--- src/rtl/surf_event_merge_if.sv ---
// Byte-wide AXI-Stream bundle with LANES parallel lanes packed side by side.
// Lane i carries tdata[8i+7:8i] and bit i of each control vector.
interface surf_event_merge_if #(
    parameter int LANES = 1
);
    logic [8*LANES-1:0] tdata;
    logic [LANES-1:0]   tvalid;
    logic [LANES-1:0]   tlast;
    logic [LANES-1:0]   tready;

    modport master (output tdata, output tvalid, output tlast, input  tready);
    modport slave  (input  tdata, input  tvalid, input  tlast, output tready);
endinterface

--- src/rtl/surf_event_merge.sv ---
// Merges one packet from each SURF stream, in order 0..NSURF-1, into a single event.
// Also checks packet lengths, abandons stalled SURFs and counts completed events.
module surf_event_merge #(
    parameter int NSURF          = 7,
    parameter int NUM_BYTES      = 12292,
    parameter int TIMEOUT_CYCLES = 65535,
    localparam int SEL_W         = (NSURF > 1) ? $clog2(NSURF) : 1,
    localparam int TO_W          = (TIMEOUT_CYCLES > 1) ? $clog2(TIMEOUT_CYCLES) : 1
) (
    input  logic               aclk,
    input  logic               rst,
    surf_event_merge_if.slave  s_dout,
    surf_event_merge_if.master m_ev,
    output logic [SEL_W-1:0]   surf_sel_o,
    output logic               busy_o,
    output logic [15:0]        event_count_o,
    output logic [NSURF-1:0]   len_err_o,
    output logic [NSURF-1:0]   timeout_err_o
);

    typedef enum logic [1:0] {IDLE, STREAM, FILL} state_t;

    state_t             state_reg, state_next;
    logic [SEL_W-1:0]   sel_reg, sel_next;
    logic [13:0]        byte_cnt_reg, byte_cnt_next;
    logic [TO_W-1:0]    to_cnt_reg, to_cnt_next;
    logic [15:0]        event_count_reg, event_count_next;
    logic [NSURF-1:0]   len_err_reg, len_err_next;
    logic [NSURF-1:0]   timeout_err_reg, timeout_err_next;

    logic [7:0]         lane_data [NSURF];
    logic               sel_valid;
    logic               sel_last;
    logic               last_sel;
    logic               beat;
    logic [14:0]        cnt_plus;

    generate
        for (genvar gi = 0; gi < NSURF; gi++) begin : g_lane
            assign lane_data[gi] = s_dout.tdata[8*gi +: 8];
            // Only the selected SURF ever sees ready, so unselected data stays upstream.
            assign s_dout.tready[gi] = (state_reg == STREAM) &&
                                       (sel_reg == SEL_W'(gi)) && m_ev.tready[0];
        end
    endgenerate

    assign sel_valid = s_dout.tvalid[sel_reg];
    assign sel_last  = s_dout.tlast[sel_reg];
    assign last_sel  = (sel_reg == SEL_W'(NSURF - 1));
    assign beat      = (state_reg == STREAM) && sel_valid && m_ev.tready[0];
    assign cnt_plus  = {1'b0, byte_cnt_reg} + 15'd1;

    always_comb begin
        state_next       = state_reg;
        sel_next         = sel_reg;
        byte_cnt_next    = byte_cnt_reg;
        to_cnt_next      = to_cnt_reg;
        event_count_next = event_count_reg;
        len_err_next     = len_err_reg;
        timeout_err_next = timeout_err_reg;
        m_ev.tdata       = 8'h00;
        m_ev.tvalid      = 1'b0;
        m_ev.tlast       = 1'b0;

        case (state_reg)
            IDLE: begin
                sel_next      = '0;
                byte_cnt_next = '0;
                to_cnt_next   = '0;
                if (s_dout.tvalid[0]) state_next = STREAM;
            end
            STREAM: begin
                m_ev.tdata  = lane_data[sel_reg];
                m_ev.tvalid = sel_valid;
                m_ev.tlast  = sel_last && last_sel;
                if (beat) begin
                    to_cnt_next = '0;
                    if (byte_cnt_reg != 14'h3FFF) byte_cnt_next = byte_cnt_reg + 14'd1;
                    if (sel_last) begin
                        // Length is only reported; tlast alone delimits the packet.
                        if (cnt_plus != 15'(NUM_BYTES)) len_err_next[sel_reg] = 1'b1;
                        byte_cnt_next = '0;
                        if (!last_sel) begin
                            sel_next = sel_reg + SEL_W'(1);
                        end else begin
                            event_count_next = event_count_reg + 16'd1;
                            sel_next         = '0;
                            state_next       = IDLE;
                        end
                    end
                end else if (!sel_valid) begin
                    // Backpressure (valid high, ready low) neither counts nor clears.
                    if (to_cnt_reg == TO_W'(TIMEOUT_CYCLES - 1)) begin
                        timeout_err_next[sel_reg] = 1'b1;
                        to_cnt_next               = '0;
                        byte_cnt_next             = '0;
                        if (!last_sel) sel_next = sel_reg + SEL_W'(1);
                        else           state_next = FILL;
                    end else begin
                        to_cnt_next = to_cnt_reg + TO_W'(1);
                    end
                end
            end
            FILL: begin
                // A lost final SURF still needs an event terminator downstream.
                m_ev.tdata  = 8'h00;
                m_ev.tvalid = 1'b1;
                m_ev.tlast  = 1'b1;
                if (m_ev.tready[0]) begin
                    event_count_next = event_count_reg + 16'd1;
                    sel_next         = '0;
                    state_next       = IDLE;
                end
            end
            default: state_next = IDLE;
        endcase
    end

    always_ff @(posedge aclk) begin
        if (rst) begin
            state_reg       <= IDLE;
            sel_reg         <= '0;
            byte_cnt_reg    <= '0;
            to_cnt_reg      <= '0;
            event_count_reg <= '0;
            len_err_reg     <= '0;
            timeout_err_reg <= '0;
        end else begin
            state_reg       <= state_next;
            sel_reg         <= sel_next;
            byte_cnt_reg    <= byte_cnt_next;
            to_cnt_reg      <= to_cnt_next;
            event_count_reg <= event_count_next;
            len_err_reg     <= len_err_next;
            timeout_err_reg <= timeout_err_next;
        end
    end

    assign surf_sel_o    = sel_reg;
    assign busy_o        = (state_reg != IDLE);
    assign event_count_o = event_count_reg;
    assign len_err_o     = len_err_reg;
    assign timeout_err_o = timeout_err_reg;

endmodule

--- src/flat_wrapper.sv ---
// flat-port wrapper written by rule: the top's interface ports become plain ports
module surf_event_merge_flat 
#(
    parameter int NSURF          = 7,
    parameter int NUM_BYTES      = 12292,
    parameter int TIMEOUT_CYCLES = 65535,
    localparam int SEL_W         = (NSURF > 1) ? $clog2(NSURF) : 1,
    localparam int TO_W          = (TIMEOUT_CYCLES > 1) ? $clog2(TIMEOUT_CYCLES) : 1
)
  (aclk, rst, surf_sel_o, busy_o, event_count_o, len_err_o, timeout_err_o, s_dout_tdata, s_dout_tvalid, s_dout_tlast, s_dout_tready, m_ev_tdata, m_ev_tvalid, m_ev_tlast, m_ev_tready);
  surf_event_merge_if #(.LANES((7))) s_dout_i ();
  surf_event_merge_if #(.LANES(1)) m_ev_i ();
  input  logic aclk;
  input  logic rst;
  output logic [SEL_W-1:0] surf_sel_o;
  output logic busy_o;
  output logic [15:0] event_count_o;
  output logic [NSURF-1:0] len_err_o;
  output logic [NSURF-1:0] timeout_err_o;
  input wire logic [$bits(s_dout_i.tdata)-1:0] s_dout_tdata;
  input wire logic [$bits(s_dout_i.tvalid)-1:0] s_dout_tvalid;
  input wire logic [$bits(s_dout_i.tlast)-1:0] s_dout_tlast;
  output wire logic [$bits(s_dout_i.tready)-1:0] s_dout_tready;
  output wire logic [$bits(m_ev_i.tdata)-1:0] m_ev_tdata;
  output wire logic [$bits(m_ev_i.tvalid)-1:0] m_ev_tvalid;
  output wire logic [$bits(m_ev_i.tlast)-1:0] m_ev_tlast;
  input wire logic [$bits(m_ev_i.tready)-1:0] m_ev_tready;
  assign s_dout_i.tdata = s_dout_tdata;
  assign s_dout_i.tvalid = s_dout_tvalid;
  assign s_dout_i.tlast = s_dout_tlast;
  assign s_dout_tready = s_dout_i.tready;
  assign m_ev_tdata = m_ev_i.tdata;
  assign m_ev_tvalid = m_ev_i.tvalid;
  assign m_ev_tlast = m_ev_i.tlast;
  assign m_ev_i.tready = m_ev_tready;
  surf_event_merge #(.NSURF(NSURF), .NUM_BYTES(NUM_BYTES), .TIMEOUT_CYCLES(TIMEOUT_CYCLES)) u_core (.aclk(aclk), .rst(rst), .s_dout(s_dout_i), .m_ev(m_ev_i), .surf_sel_o(surf_sel_o), .busy_o(busy_o), .event_count_o(event_count_o), .len_err_o(len_err_o), .timeout_err_o(timeout_err_o));
endmodule
--- config.mk ---
export PLATFORM = sky130hd
export DESIGN_NAME = surf_event_merge_flat
export DESIGN_NICKNAME = d
export VERILOG_FILES = /design/src/rtl/surf_event_merge_if.sv /design/src/rtl/surf_event_merge.sv /design/src/flat_wrapper.sv
export SDC_FILE = /design/constraint.sdc
export NUM_CORES = 1
export LEC_CHECK = 0
export ABC_AREA = 1
export BUFFER_PORTS_ARGS = -buffer_cell sky130_fd_sc_hd__buf_4
export CAP_MARGIN = 0
export CORE_AREA = 2 2 105 107
export CTS_CLUSTER_DIAMETER = 100
export CTS_CLUSTER_SIZE = 14
export DETAILED_ROUTE_END_ITERATION = 8
export DIE_AREA = 0 0 107 109
export PLACE_DENSITY = 0.68
export RECOVER_POWER = 50
export SLEW_MARGIN = 20
export SYNTH_ARGS = -nofsm -noshare
export SYNTH_HDL_FRONTEND = slang
export SYNTH_SLANG_ARGS = --single-unit
export TNS_END_PERCENT = 20
--- constraint.sdc ---
create_clock -name aclk -period 2.1 [get_ports aclk]
set_input_delay 0 -clock aclk [delete_from_list [all_inputs] [get_ports aclk]]
set_output_delay 0 -clock aclk [all_outputs]
set_load 0.01 [all_outputs]
==> impl_results.md, run 1 <==
- Post-synthesis sequential area ratio: 0.285
- Initial DRT Pass Iterations: 4
- Period utilization: 0.946
- Netlist cell types: 43
- Number of top-level pins: 124
- Die H: 109 µm
- CTS tree: built
- Die Wd: 107 µm
- Ys flop type: dfxtp_1
- Antenna violations before repair: 0
- CP Cell Sequence: inv_2, nor2_2, inv_1, nor2_2, buf_4, nand2_1, and3_1, a41oi_1, buf_4
- Drt drc: 0
- Power density over the cells: 928 nW/µm²
- Mean Syn Cell Area: 6.34 µm²
- Routability cong.: 0.905
- Layout cells sized above 1: 0.217
- Synth Instances: 719
- DRT Wirelength: 13300 µm
- CORE AREA: 10600 µm²
- PortBufs: 123
- Clk Latency, worst-skew pair: 0.35 ns
- Async set or reset register ratio after synthesis: 0
- Site row count: 38
- DR vias: 5060
- GRT Total Usage: 0.232
- Die Area: 11700 µm²
- Htree depth: 3
- Final worst setup slack: 0.114 ns
- Peak supply drop: 0.409 mV
- Kind of critical path: flip-flop to output port
- Max Slew Vio Count: 0
- Power share of the clock group: 0.230
- Clk buf depth: 2
- Status: complete, no violations
- Total gr overflow: 0
- Worst-Margin Slew: 0.689 ns
- Worst path arrival time: 1.99 ns
- Unrepaired setup endpoints after global routing: true
- First-pass GRT wire length: 21900 µm
- Nets: 942
- CP max stage delay: 0.39 ns
- Largest net degree at the start of global routing: 38
- Crit-path max FO: 8
- Vias per cell: 5.05
- Crit-path slowest cell: dfxtp_2
- Final setup viols: 0
- Pleak: 2.42 nW
- Starting Density: 0.430
- CP Launch Type: flip-flop
- Synth-to-layout area growth: 27.9%
- Slew headroom: 0.540
- Psw: 2.37 mW
- Clock Skew: 0.00735 ns
- Mean routed wirelength per cell: 13.3 µm
- Seq. cell area: 1310 µm²
- Post-layout min period: 1.99 ns
- Vias in the first global route: 4956
- DP Worst Slack: 0.0493 ns
- Final Hold Viols: 0
- Gate power share: 0.487
- TNS Setup: 0 ns
- Hold buffers post-CTS: 0
- Post-route ant nets: 0
- Post-synth EDFFs: 0
- Seq cells post-synth: 65
- Diode count: 0
- Required @ worst endpoint: 2.10 ns
- Max_cap viols: 0
- Switching Fraction: 0.439
- Root buffer cell: clkbuf_8
- CTS Buf Count: 9
- Multi-input logic area: 2840 µm²
- Fillers: 1078
- Post-Syn Area: 4560 µm²
- FMAX: 503 MHz
- Synth Net Count: 805
- CTS Sinks: 65
- CP Capture Type: output port
- DRT iter0 DRCs: 250
- Sequential Power Share: 0.283
- Int Pwr: 3.04 mW
- Clock Pin Slew Worst Setup and Hold Paths: 0.07 ns
- Min-delay worst type: input port to flip-flop
- Synth Warn #: 0
- Hpwl dp: 10300 µm
- Post-CTS Setup Bufs: 0
[metal layers]
metal | vias up | part of all wire | global-route usage
met3 | 18 | 0.060 | 0.0430
met1 | 2278 | 0.43 | 0.278
met5 | - | 0 | 0
li1 | 2582 | - | -
met4 | 0 | 0.020 | 0.107
met2 | 182 | 0.49 | 0.404
[stage by stage]
stage / area [µm²] / std cells / hold WS [ns] / power (mW) / util
2_1_floorplan: 4560 / 719 / 0.148 / 3.43 / -
3_3_place_gp: 5710 / 985 / 0.368 / 4.11 / 0.538
6_report: 5830 / 1001 / 0.0615 / 5.41 / 0.550
5_1_grt: 5830 / 1001 / 0.0707 / 5.78 / 0.550
3_5_place_dp: 5710 / 985 / 0.376 / 4.15 / 0.538
4_1_cts: 5940 / 1001 / 0.0496 / 5.40 / 0.560
[area by class of cell]
type / count / share of cell area
timing repair buffer: 144 / 0.160
sequential: 65 / 0.224
inverter: 88 / 0.0601
tap: 140 / 0.0300
multi-input combinational: 548 / 0.487
clock inverter: 4 / 0.0129
clock buffer: 12 / 0.0266
[power by group through the flow]
stage | Combinational [mW] | Clock (mW) | Sequential, mW
finish | 2.64 | 1.24 | 1.53
global route | 2.92 | 1.31 | 1.55
CTS | 2.62 | 1.26 | 1.52
detailed placement | 2.60 | 0 | 1.55
global placement | 2.57 | 0 | 1.54
floorplan | 1.91 | 0 | 1.53
[critical path, delay by kind of cell, from the launching register on]
family	cells	cell delay [ns]
buffers and inverters	4	0.54
and+or+nand+nor	4	0.50
DFF	1	0.39
AOI/OAI and AO/OA	1	0.20
[path summary, 6_finish.rpt]
path / startpoint / end / slack [ns] / cells after the start
max: u_core.surf_sel_o[1]$_SDFFE_PP0P_ / m_ev_tdata[0] / 0.11 / 9
min: rst / u_core.timeout_err_o[0]$_SDFFE_PP0P_ / 0.06 / 2
max reg2reg: u_core.surf_sel_o[0]$_SDFFE_PP0P_ / u_core.byte_cnt_reg[2]$_SDFFE_PP0P_ / 0.16 / 14
min reg2reg: u_core.len_err_o[1]$_SDFFE_PP0P_ / u_core.len_err_o[1]$_SDFFE_PP0P_ / 0.46 / 2
[cells in the final DEF, fill, tap and decap left out, types with 4 or more instances in the layout]
cell type | synthesis | routed
a21oi_1 | 51 | 51
a22oi_1 | 6 | 6
a41oi_1 | 5 | 5
buf_4 | 3 | 104
clkbuf_1 | 8 | 40
clkbuf_8 | 0 | 11
clkinvlp_4 | 0 | 4
dfxtp_1 | 65 | 62
ha_1 | 13 | 12
inv_1 | 77 | 76
inv_2 | 6 | 6
nand2_1 | 194 | 193
nand2_2 | 5 | 6
nand3_1 | 58 | 58
nand4_1 | 14 | 14
nor2_1 | 90 | 89
nor2_2 | 27 | 28
nor3_1 | 19 | 19
o21ai_0 | 10 | 10
xnor2_1 | 4 | 4
xor2_1 | 19 | 19
[what timing repair did]
| item | in CTS | in global routing |
|---|---|---|
| resized for setup | 3 | 15 |
| endpoints found under the setup margin | 3 | 49 |
| pin swaps | 0 | 1 |
[Yosys cell counts, types with 3 or more instances]
| master | number | area share |
|---|---|---|
| a21oi_1 | 51 | 0.056 |
| a22o_1 | 3 | 0.0058 |
| a22oi_1 | 6 | 0.0099 |
| a41oi_1 | 5 | 0.0096 |
| buf_2 | 3 | 0.0033 |
| buf_4 | 3 | 0.0049 |
| clkbuf_1 | 8 | 0.0066 |
| clkinv_1 | 4 | 0.0033 |
| dfxtp_1 | 65 | 0.29 |
| ha_1 | 13 | 0.036 |
| inv_1 | 77 | 0.063 |
| inv_2 | 6 | 0.0049 |
| nand2_1 | 194 | 0.16 |
| nand2_2 | 5 | 0.0069 |
| nand2_4 | 3 | 0.0074 |
| nand3_1 | 58 | 0.064 |
| nand3_2 | 3 | 0.0066 |
| nand4_1 | 14 | 0.019 |
| nor2_1 | 90 | 0.074 |
| nor2_2 | 27 | 0.037 |
| nor3_1 | 19 | 0.021 |
| o21ai_0 | 10 | 0.011 |
| o21bai_1 | 3 | 0.0049 |
| or2_2 | 3 | 0.0041 |
| xnor2_1 | 4 | 0.0077 |
| xor2_1 | 19 | 0.037 |
[kinds of logic after synthesis]
logic type / share of synthesized area
xor+xnor: 0.0442
flops: 0.285
compound gates: 0.110
fa+ha+maj: 0.0357
buf+inv: 0.0969
simple gates: 0.428
Note: power is estimated with default switching activity, not from simulation.
==> inputs of run 2 (changes only) <==
==> constraint.sdc (replaced) <==
create_clock -name aclk -period 2.1 [get_ports aclk]
set_input_delay 0.315 -clock aclk [delete_from_list [all_inputs] [get_ports aclk]]
set_output_delay 0.315 -clock aclk [all_outputs]
set_load 0.01 [all_outputs]
==> run 2 against run 1 <==
Against the previous run: die area unchanged; setup slack got worse by 0.062 ns; non-clock buffer count rose by 10; critical path type unchanged; combinational power increased by 7.6%; clock skew is 0.0024 ns higher; clock power down 11%; via count increased by 1.2%; wire length increased by 0.82%.
==> impl_results.md, run 2 (synthesized netlist as in run 1, its figures left out) <==
- Crit-path max FO: 6
- Htree depth: 3
- Fillers: 1061
- Required @ worst endpoint: 1.78 ns
- First-pass GRT wire length: 21800 µm
- Largest net degree at the start of global routing: 37
- GRT Total Usage: 0.234
- Period utilization: 0.975
- Site row count: 38
- Max Slew Vio Count: 0
- Layout cells sized above 1: 0.252
- CTS Buf Count: 9
- Clk buf depth: 2
- Die Wd: 107 µm
- Final setup viols: 0
- Status: complete, no violations
- Total gr overflow: 0
- Vias in the first global route: 4763
- FMAX: 488 MHz
- Die Area: 11700 µm²
- Core Util, Final: 0.565
- Post-layout min period: 2.05 ns
- Final Hold Viols: 0
- CP Launch Type: flip-flop
- Starting Density: 0.430
- Kind of critical path: flip-flop to output port
- Power density over the cells: 913 nW/µm²
- Hpwl dp: 10200 µm
- Placed cell areas: 5760 µm²
- Vias per cell: 5.06
- DR vias: 5122
- Die H: 109 µm
- CP Capture Type: output port
- Root buffer cell: clkbuf_8
- Diode count: 0
- PortBufs: 123
- Antenna violations before repair: 0
- DRT iter0 DRCs: 262
- CTS Sinks: 65
- Slew headroom: 0.515
- Min-delay worst type: flip-flop to flip-flop
- CTS tree: built
- Synth-to-layout area growth: 31.5%
- Number of top-level pins: 124
- Peak supply drop: 0.483 mV
- Hold buffers post-CTS: 0
- Max_cap viols: 0
- Clock Skew: 0.00977 ns
- Clk Latency, worst-skew pair: 0.35 ns
- Initial DRT Pass Iterations: 5
- Drt drc: 0
- Routability cong.: 0.884
- Mean routed wirelength per cell: 13.3 µm
- Unrepaired setup endpoints after global routing: true
- Final hold slack: 0.458 ns
- Final Cell Area: 6000 µm²
- Clock Pin Slew Worst Setup and Hold Paths: 0.08 ns
- Worst path arrival time: 1.73 ns
- Nets: 953
- Post-route ant nets: 0
- Most common cell after layout, fill and taps aside: nand2_1
- Most frequent cells in the layout: nand2_1, buf_4, nor2_1
- Pleak: 2.52 nW
- CORE AREA: 10600 µm²
- TNS Setup: 0 ns
- DRT Wirelength: 13400 µm
- Worst-Margin Slew: 0.727 ns
- Tot Pwr: 5.48 mW
## run 2: changes by cell type in the layout (fill, tap and decap cells not counted), moves of 3 or more
cell and change:
buf_4 +16, clkbuf_1 -10, clkinv_4 +4, nor2_1 -4, buf_6 +3, clkinv_2 +3
## run 2: critical path: stages, from the launching register on
cell	delay (ns)
dfxtp_4	0.40
inv_4	0.06
nor2_4	0.14
inv_2	0.06
nor2_4	0.10
buf_4	0.16
a22oi_1	0.08
a41oi_1	0.22
buf_4	0.15
## run 2: metal layers
| metal | vias up | share of wire | wire [µm] | GRT usage |
|---|---|---|---|---|
| li1 | 2604 | - | - | - |
| met1 | 2329 | 0.43 | 5820 | 0.278 |
| met2 | 169 | 0.49 | 6520 | 0.405 |
| met3 | 20 | 0.061 | 825 | 0.0586 |
| met4 | 0 | 0.020 | 269 | 0.0928 |
| met5 | - | 0 | 0 | 0 |
## run 2: cell type report
class                      count  area (µm²)  share of cell area
clock buffer                  10         138              0.0230
sequential                    65        1310               0.218
tap                          140         175              0.0292
timing repair buffer         154        1070               0.178
clock inverter                 6        67.6              0.0113
inverter                      88         352              0.0586
multi-input combinational    548        2880               0.481
timing repair inverter         1        5.00            0.000835
## run 2: through the flow
stage / instances / setup WS, ns
3_3_place_gp: 991 / 0.156
6_report: 1012 / 0.0517
2_1_floorplan: 719 / 0.150
5_1_grt: 1012 / -0.0602
4_1_cts: 1008 / -0.0114
3_5_place_dp: 991 / 0.0779
## run 2: worst paths after layout
check | to | slack (ns) | start | cells past startpoint
min reg2reg | u_core.len_err_o[2]$_SDFFE_PP0P_ | 0.46 | u_core.len_err_o[2]$_SDFFE_PP0P_ | 2
max reg2reg | u_core.event_count_o[7]$_SDFFE_PP0P_ | 0.18 | u_core.surf_sel_o[0]$_SDFFE_PP0P_ | 14
max | m_ev_tdata[6] | 0.05 | u_core.surf_sel_o[1]$_SDFFE_PP0P_ | 8
min | u_core.len_err_o[2]$_SDFFE_PP0P_ | 0.46 | u_core.len_err_o[2]$_SDFFE_PP0P_ | 2
## run 2: where the power goes
part	internal [mW]	switching, mW	leakage (nW)	total, mW
registers	1.37	0.169	0.529	1.54
logic	1.09	1.75	1.89	2.84
clock network	0.582	0.521	0.0985	1.10
## run 2: timing repair
item | 4_1_cts | 5_1_grt
pin swaps | 0 | 7
cloned | 1 | 1
endpoints found under the setup margin | 10 | 46
endpoints found under the hold margin | 0 | 0
setup buffers | 0 | 4
gates resized for setup | 17 | 20
